==> src/rtl/bist_pkg.sv <==
// Shared BIST definitions: FSM state type, default MISR constants and the
// signature step function, also used by the pattern-generator side.
package bist_pkg;

    typedef enum logic [1:0] {IDLE, RUN, DONE} bist_state_e;

    localparam logic [15:0] DEFAULT_POLY = 16'h100B;
    localparam logic [15:0] DEFAULT_SEED = 16'h0000;
    localparam int unsigned MISR_MAX_W   = 64;

    // One MISR step for any width up to MISR_MAX_W; callers zero-extend and truncate.
    function automatic logic [MISR_MAX_W-1:0] misr_next(
        input logic [MISR_MAX_W-1:0] sig,
        input logic [MISR_MAX_W-1:0] data,
        input logic [MISR_MAX_W-1:0] poly,
        input int unsigned           sig_w
    );
        logic [MISR_MAX_W-1:0] mask;
        logic                  fb;
        mask = (sig_w >= MISR_MAX_W) ? '1 : ((MISR_MAX_W'(1) << sig_w) - MISR_MAX_W'(1));
        fb   = |((sig >> (sig_w - 1)) & MISR_MAX_W'(1));
        return ((sig << 1) ^ (fb ? poly : '0) ^ data) & mask;
    endfunction

endpackage

==> src/rtl/misr_reg.sv <==
// Multiple-input signature register: synchronous seed load, or one
// compaction step per enabled cycle.
module misr_reg
    import bist_pkg::*;
#(
    parameter int unsigned      SIG_W = 16,
    parameter logic [SIG_W-1:0] POLY  = SIG_W'(DEFAULT_POLY)
) (
    input  logic             clk,
    input  logic             rst_n,
    input  logic             i_load,
    input  logic [SIG_W-1:0] i_seed,
    input  logic             i_en,
    input  logic [SIG_W-1:0] i_data,
    output logic [SIG_W-1:0] o_sig,
    output logic [SIG_W-1:0] o_next
);

    logic [SIG_W-1:0] r_sig;
    logic [SIG_W-1:0] w_next;

    assign w_next = SIG_W'(misr_next(MISR_MAX_W'(r_sig), MISR_MAX_W'(i_data),
                                     MISR_MAX_W'(POLY), SIG_W));

    always_ff @(posedge clk or negedge rst_n) begin
        if (!rst_n) begin
            r_sig <= '0;
        end else if (i_load) begin
            r_sig <= i_seed;
        end else if (i_en) begin
            r_sig <= w_next;
        end
    end

    assign o_sig  = r_sig;
    assign o_next = w_next;

endmodule

==> config.mk <==
export PLATFORM = sky130hd
export DESIGN_NAME = misr_reg
export DESIGN_NICKNAME = d
export VERILOG_FILES = /design/src/rtl/bist_pkg.sv /design/src/rtl/misr_reg.sv
export SDC_FILE = /design/constraint.sdc
export NUM_CORES = 1
export LEC_CHECK = 0
export BUFFER_PORTS_ARGS = -buffer_cell sky130_fd_sc_hd__buf_2
export CORE_MARGIN = 2
export CORE_UTILIZATION = 40
export CTS_CLUSTER_SIZE = 24
export DETAILED_ROUTE_END_ITERATION = 16
export HOLD_SLACK_MARGIN = 0.08
export PLACE_DENSITY = 0.79
export SYNTH_ARGS = -nofsm -noshare
export SYNTH_HDL_FRONTEND = slang
export SYNTH_SLANG_ARGS = --single-unit
==> constraint.sdc <==
create_clock -name clk -period 1.7 [get_ports clk]
set_input_delay 0.255 -clock clk [delete_from_list [all_inputs] [get_ports clk]]
set_output_delay 0.255 -clock clk [all_outputs]
set_load 0.1 [all_outputs]
### Word-level counts from Yosys, hierarchy flattened

Index checks and enable logic that the tools add are counted.

| word-level totals | value |
|---|---|
| flip-flop bits (word level) | 16 |
| input port bits | 36 |
| output and inout bits | 32 |

| operators by class | value |
|---|---|
| muxes and demuxes | 3 |
| bitwise gates (word level) | 2 |
| reductions and logical operators | 1 |

Operators by type and width:

| cell | number |
|---|---|
| $mux W16 | 2 |
| $xor A16 B13 Y16 | 1 |
| $xor A16 B16 Y16 | 1 |
| $mux W13 | 1 |
| $reduce_bool A2 Y1 | 1 |

### Logic depth before layout (Yosys ltp)

Gate-level depths: netlist of the first run.

| logic depth | value |
|---|---|
| depth after elaboration | 5 |
| depth in mapped cells | 4 |

### Worst setup path after synthesis of the first run

Ideal clock, no wire load.

| timing path | value |
|---|---|
| path type | register to register |
| start | register r_sig[15] (netlist: o_sig[15]) |
| end | register r_sig[0] (netlist: o_sig[0]) |
| library setup time | 0.082 ns |
| data arrival time | 2.884 ns |
| slack | -1.266 ns |
| cell stages (with the launch flop) | 4 |
| clock period less this slack | 2.966 ns |
| cell sequence | dfrtp_1 -> xor2_1 -> mux2i_1 -> o21ai_1 |

| on the way | value |
|---|---|
| longest elaborated chain between the ends | 5 |

RTL lines:

| what | RTL line | text |
|---|---|---|
| from (decl) | misr_reg.sv:19 | `logic [SIG_W-1:0] r_sig;` |
| from (signal assigned) | misr_reg.sv:29 | `r_sig <= i_seed;` |
| from (signal assigned) | misr_reg.sv:31 | `r_sig <= w_next;` |
| $mux W13 | bist_pkg.sv:22 | `return ((sig << 1) ^ (fb ? poly : '0) ^ data) & mask;` |
| $xor A16 B13 Y16 | bist_pkg.sv:22 |  |
| $xor A16 B16 Y16 | bist_pkg.sv:22 |  |
| via o_next[0] | misr_reg.sv:16 | `output logic [SIG_W-1:0] o_next` |
| $mux W16 | misr_reg.sv:30 | `end else if (i_en) begin` |
| $mux W16 | misr_reg.sv:28 | `end else if (i_load) begin` |

The timed path passes the listed nets, and every way through them passes these cells. The select of a mux whose other input is x is not followed.
A chain may end at the register's enable or synchronous reset.

### Worst setup path after layout of the first run

| timing path | value |
|---|---|
| start | register r_sig[15] (netlist: o_sig[15]) |
| end | output port o_next[1] |

| on the way | value |
|---|---|
| longest elaborated chain between the ends | 3 |

RTL lines:

| what | RTL line |
|---|---|
| $mux W13 | bist_pkg.sv:22 |
| $xor A16 B13 Y16 | bist_pkg.sv:22 |
| $xor A16 B16 Y16 | bist_pkg.sv:22 |
| to (decl) | misr_reg.sv:16 |

No other way between the ends.

==> flow_summary_export.csv, run 1 <==
group,metric,value,unit
finish,largest_register_ffs,16,
place,numPortBuffers,67,
global_routing,antenna_found_initial,0,
synthesis,synth_simple_gate_area_share,5.24,%
clocking,cts_sinks,16,
drt,vias,862,
global_routing,grt_pass1_wl,4.18,mm
finish,num_antenna_cells,0,
worst_setup_path,r2r-end,"o_sig[3]",
drt,wl,2.53,mm
timing,slew_headroom,67.3,%
timing,rsz0062_at_grt,"true",
floorplan,fp-row-count,17,
synthesis,synth_area_leaders,"dfrtp_1 43%, mux2i_1 14%, xor2_1 12%",
floorplan,die_w,52.2,um
power_and_ir_drop,pwr-share-seq,22.8,%
timing,finClkSkew,0.00289,ns
timing,fin_crit_sh,100,%
floorplan,die_y,52.2,um
synthesis,synthAdderAreaFrac,0,%
drt,first_pass_iters,3,
synthesis,synthCells,82,
floorplan,dieArea,2730,sq um
power_and_ir_drop,p_leak,0.812,nW
hold_path,holdPathEnd,"o_sig[14]",
hold_path,min-delay-start,"i_seed[14]",
timing,finalMaxSlewViolations,0,
timing,setup_viol,2,
worst_setup_path,critPathMaxFanout,3,
place,gp_congestion,0.735,
clocking,cts_buffer_depth,2,
worst_setup_path,reg2reg_slack,0.08,ns
global_routing,grt_pass1_vias,904,
synthesis,synth_compound_gate_area_share,6.99,%
synthesis,synth_edf_count,0,
global_routing,grt_start_max_net_pins,17,
clocking,htree_num_levels,1,
flow_run,drv_cap,0,
worst_setup_path,worstPathArrival,1.45,ns
synthesis,synth_ff_type,"dfrtp_1",
timing,hold_viol,0,
power_and_ir_drop,vdd_drop_max,1.10,mV
synthesis,synth_common_cells,"16 x dfrtp_1, 13 x mux2i_1, 13 x nand2_1, 13 x o21ai_1, 13 x xor2_1",
timing,min_period,1.71,ns
clocking,cts-root-buf,"clkbuf_4",
drt,wl_per_cell,14.0,um
power_and_ir_drop,power.total,0.00240,W
synthesis,synth-async-reset-ratio,100,%
place,placed_cell_area,1640,sq um
finish,fillers,158,
synthesis,synth.largest_area_cell,"dfrtp_1",
synthesis,syn_nets,118,
power_and_ir_drop,cell_internal_pwr,0.000993,W
outcome,outcome,"finished with violations",
hold_path,hold_depth,3,
power_and_ir_drop,combPwrFrac,66.6,%
power_and_ir_drop,powerDensity,1400,nW/um^2
power_and_ir_drop,p_clk_share,10.6,%
synthesis,synth-xor-area-share,20.2,%
clocking,cts_tree,"done",
clocking,insertion_delay,0.29,ns
worst_setup_path,crit_required,1.44,ns
floorplan,pin_count,68,
synthesis,avgSynthCellArea,11.4,sq um
worst_setup_path,worst-r2r-cell-count,3,
worst_setup_path,reg2reg_from,"o_sig[2]",
drt,drt_iter0_markers,7,
outcome,violations,"setup timing",
finish,final_core_util,77.5,%
drt,vias_per_cell,4.76,
clocking,path_clk_slew,0.10,ns
power_and_ir_drop,switching_share,58.6,%
floorplan,start_util,42.1,%
timing,tightest_slew,0.493,ns
finish,stdcell_area,1710,sq um
clocking,numCtsBuffers,3,
timing,worst_slack,-0.00676,ns
synthesis,synth-seq-area-share,43.0,%
power_and_ir_drop,p_sw,0.00141,W
synthesis,yosysWarnings,0,
worst_setup_path,critical_path_class,"reg -> out",
synthesis,post-synth-top-count-cell,"dfrtp_1",
finish,layout-drive-gt1-share,73.9,%
floorplan,core,2210,sq um
synthesis,synth-seq-cells,16,
global_routing,grt-ovfl-total,0,
drt,ant_nets,0,
synthesis,syn_area,931,sq um
synthesis,muxShareOfSynthArea,21.2,%
synthesis,synth.top_cell.area_share,43.0,%
drt,drc,0,
synthesis,synthDistinctLibCells,11,
timing,max_freq,586,MHz
finish,syn_to_final_growth,84.1,%
place,hpwl,1.97,mm
worst_setup_path,endpoint_kind,"output pin",
synthesis,synth_top_family_by_area,"multiplexers",
hold_path,holdCritPathClass,"in -> reg",
finish,nNetsFinal,190,
global_routing,track_usage,21.3,%
worst_setup_path,critPathLaunchType,"flip-flop",
power by group through the flow:
stage / clock network [W] / logic [W] / registers, W
2_1_floorplan: 0 / 0.000883 / 0.000936
3_3_place_gp: 0 / 0.00156 / 0.000554
3_5_place_dp: 0 / 0.00158 / 0.000558
4_1_cts: 0.000265 / 0.00159 / 0.000548
5_1_grt: 0.000277 / 0.00165 / 0.000559
6_report: 0.000254 / 0.00160 / 0.000547
cell usage in the layout, fill, tap and decap left out, drive strengths merged:
| cell | count |
|---|---|
| nand2 | 13 |
| o21ai | 13 |
| xor2 | 13 |
| xor3 | 3 |
| clkbuf | 9 |
| dfrtp | 16 |
| mux2 | 6 |
| dlygate4sd3 | 1 |
| mux2i | 13 |
| buf | 66 |
timing repair:
item / 4_1_cts / 5_1_grt
endpoints found under the hold margin: 16 / 0
pin swaps: 1 / 0
gates resized for setup: 3 / 6
cloned: 0 / 0
endpoints found under the setup margin: 5 / 9
hold buffers: 1 / 0
setup buffers: 2 / 0
per-stage QoR:
step           worst slack [ns]  setup TNS (ns)  hold WS, ns  std cells
2_1_floorplan            -0.309           -1.34      -0.0406         82
3_3_place_gp              0.111               0        0.197        175
3_5_place_dp             0.0854               0        0.192        175
4_1_cts                 -0.0287         -0.0510        0.161        181
5_1_grt                 -0.0548          -0.107        0.161        181
6_report               -0.00676         -0.0110        0.170        181
layout make-up:
type	count	area, sq um	area share (%)
multi-input combinational	61	752	43.9
sequential	16	445	26.0
timing repair buffer	72	445	26.0
clock buffer	4	36.3	2.12
tap	28	35.0	2.04
worst max-delay path: stages (launching register included):
cell and delay [ns]:
dfrtp_4 0.50, buf_6 0.14, xor3_4 0.33, buf_12 0.19
worst max-delay path by stage:
stage	start	end	slack [ns]	cells after the start
2_1_floorplan	o_sig[15]	o_sig[12]	-0.31	3
3_3_place_gp	o_sig[15]	o_sig[12]	0.11	3
3_5_place_dp	o_sig[15]	o_sig[12]	0.09	3
4_1_cts	o_sig[2]	o_next[3]	-0.03	2
5_1_grt	o_sig[2]	o_next[3]	-0.05	2
6_report	o_sig[15]	o_next[1]	-0.007	3
logic make-up after synthesis:
| group | after synthesis |
|---|---|
| DFF | 16 |
| and+or+nand+nor | 13 |
| xor gates and xnor gates | 16 |
| muxes | 19 |
| AOI/OAI and AO/OA | 13 |
| buffers and inverters | 5 |
metal layers:
layer | part of all wire [%] | up-vias | routed length (um) | GRT usage (%)
met1 | 37 | 422 | 925 | 25.8
met2 | 57 | 32 | 1440 | 38.0
li1 | - | 408 | - | -
met4 | 0 | 0 | 0 | 3.85
met3 | 6.5 | 0 | 164 | 6.00
met5 | 0 | - | 0 | 0
Power figures use the tool's default switching activity.
==> inputs of run 2 (changes only) <==
- PLACE_DENSITY: 0.79 -> 0.78
==> run 2 against run 1 <==
The flow still finishes with violations (setup timing). Wire length down 6.7%. Combinational power about the same. Hold slack better by 0.0090 ns. Sequential power about the same. Utilization down 0.51 points. Non-clock buffer count unchanged. Worst setup slack worse by 0.0045 ns. Critical endpoint is now o_next[3]. Largest power group unchanged. Highest routed layer is now met4.
==> flow_summary_export.csv, run 2 (synthesis gave the netlist of run 1 again) <==
group,metric,value,unit
timing,max_freq,584,MHz
worst_setup_path,endpoint_kind,"output pin",
worst_setup_path,max_stage_delay,0.51,ns
timing,hold_slack,0.179,ns
worst_setup_path,crit_family,"flip-flops",
global_routing,grt_pass1_vias,881,
power_and_ir_drop,p_leak,0.806,nW
clocking,numCtsBuffers,3,
timing,worst_slack,-0.0113,ns
finish,syn_to_final_growth,82.9,%
place,gp_congestion,0.737,
drt,ant_nets,0,
clocking,cts_sinks,16,
global_routing,grt-ovfl-total,0,
worst_setup_path,critPathLaunchType,"flip-flop",
clocking,insertion_delay,0.28,ns
worst_setup_path,crit_required,1.44,ns
timing,tightest_slew,0.492,ns
floorplan,die_y,52.2,um
outcome,violations,"setup timing",
worst_setup_path,critPathMaxFanout,3,
place,dp_cells,174,
timing,finalMaxSlewViolations,0,
floorplan,fp-row-count,17,
floorplan,core,2210,sq um
worst_setup_path,worstPathArrival,1.46,ns
hold_path,holdCritPathClass,"in -> reg",
drt,first_pass_iters,4,
timing,rsz0062_at_grt,"true",
power_and_ir_drop,powerDensity,1370,nW/um^2
finish,largest_register_ffs,16,
place,place_ws,0.0474,ns
finish,final_core_util,77.0,%
place,numPortBuffers,67,
outcome,outcome,"finished with violations",
finish,num_antenna_cells,0,
drt,wl_per_cell,13.1,um
clocking,htree_num_levels,1,
drt,drc,0,
timing,fin_crit_sh,101,%
place,hpwl,1.90,mm
timing,slew_headroom,67.4,%
power_and_ir_drop,power.total,0.00234,W
power_and_ir_drop,vdd_drop_max,1.10,mV
timing,hold_viol,0,
finish,final_cells,180,
drt,wl,2.36,mm
global_routing,antenna_found_initial,0,
worst_setup_path,critical_path_class,"reg -> out",
finish,final_cell_mix,"58 x buf_2, 13 x mux2i_1, 13 x nand2_1, 13 x o21ai_1, 12 x xor2_4",
finish,nNetsFinal,190,
global_routing,track_usage,18.8,%
worst_setup_path,path_cells,"xor3_4, buf_12",
worst_setup_path,cpMaxStageDelayCell,"dfrtp_4",
floorplan,start_util,42.1,%
timing,finClkSkew,0.000382,ns
worst_setup_path,crit_buf_inv,1,
global_routing,grt_pass1_wl,3.73,mm
drt,vias_per_cell,4.81,
global_routing,grt_start_max_net_pins,17,
finish,layout-drive-gt1-share,73.7,%
clocking,cts_tree,"done",
timing,setup_viol,1,
flow_run,drv_cap,0,
drt,drt_iter0_markers,6,
clocking,cts_buffer_depth,2,
finish,final_common_cell,"buf_2",
timing,min_period,1.71,ns
drt,vias,865,
floorplan,pin_count,68,
clocking,path_clk_slew,0.09,ns
clocking,cts-root-buf,"clkbuf_4",
floorplan,dieArea,2730,sq um
floorplan,die_w,52.2,um
==> run 2: changes by cell type in the layout (fill, tap and decap cells not counted), sizes merged <==
| cell | change |
|---|---|
| clkbuf | -1 |
==> run 2: path summary, 6_finish.rpt <==
path                            cells after the start        end  slack [ns]       start
worst max-delay path                                2  o_next[3]       -0.01    o_sig[2]
worst min-delay path                                3  o_sig[13]        0.18  i_seed[13]
worst max register to register                      3   o_sig[3]        0.08    o_sig[2]
worst min register to register                      2  o_sig[11]        0.61   o_sig[11]
max in group asynchronous                           2  o_sig[12]        0.98       rst_n
min in group asynchronous                           2  o_sig[13]        0.42       rst_n
==> run 2: power by group <==
group	switching, W	internal [W]	total (W)
registers	0.0000888	0.000457	0.000546
logic	0.00119	0.000409	0.00160
clock network	0.000114	0.0000822	0.000197
total	0.00139	0.000948	0.00234
==> run 2: worst register-to-register path: cells and delay by family (launching register included) <==
kind                      cells  cell delay [ns]
muxes                         2             0.53
DFF                           1             0.51
xor gates and xnor gates      1             0.48
==> run 2: area by class of cell <==
class,instances,area (sq um)
Multi-Input combinational cell,61,752
Fill cell,156,509
Timing Repair Buffer,72,448
Sequential cell,16,445
Tap cell,28,35.0
Clock buffer,3,22.5
==> run 2: timing repair <==
action | CTS | global route
hold endpoints to repair | 16 | 0
hold buffers | 1 | 0
gates cloned | 0 | 0
setup buffers | 2 | 0
pin swaps | 1 | 0
gates resized for setup | 0 | 5
endpoints found under the setup margin | 3 | 7
==> run 2: per-layer routing <==
metal | share of wire (%) | routed length (um) | track usage (%) | up-vias
met5 | 0 | 0 | 0 | -
met4 | 0.85 | 20 | 5.13 | 0
li1 | - | - | - | 414
met1 | 38 | 894 | 21.7 | 400
met3 | 11 | 253 | 4.86 | 2
met2 | 51 | 1200 | 34.2 | 49
==> run 2: through the flow <==
stage	setup TNS (ns)	instance area, sq um
after floorplan	-1.34	1230
after global placement	0	1640
after detailed placement	0	1640
after CTS	-0.0435	1690
after global routing	-0.0977	1700
final	-0.0113	1700
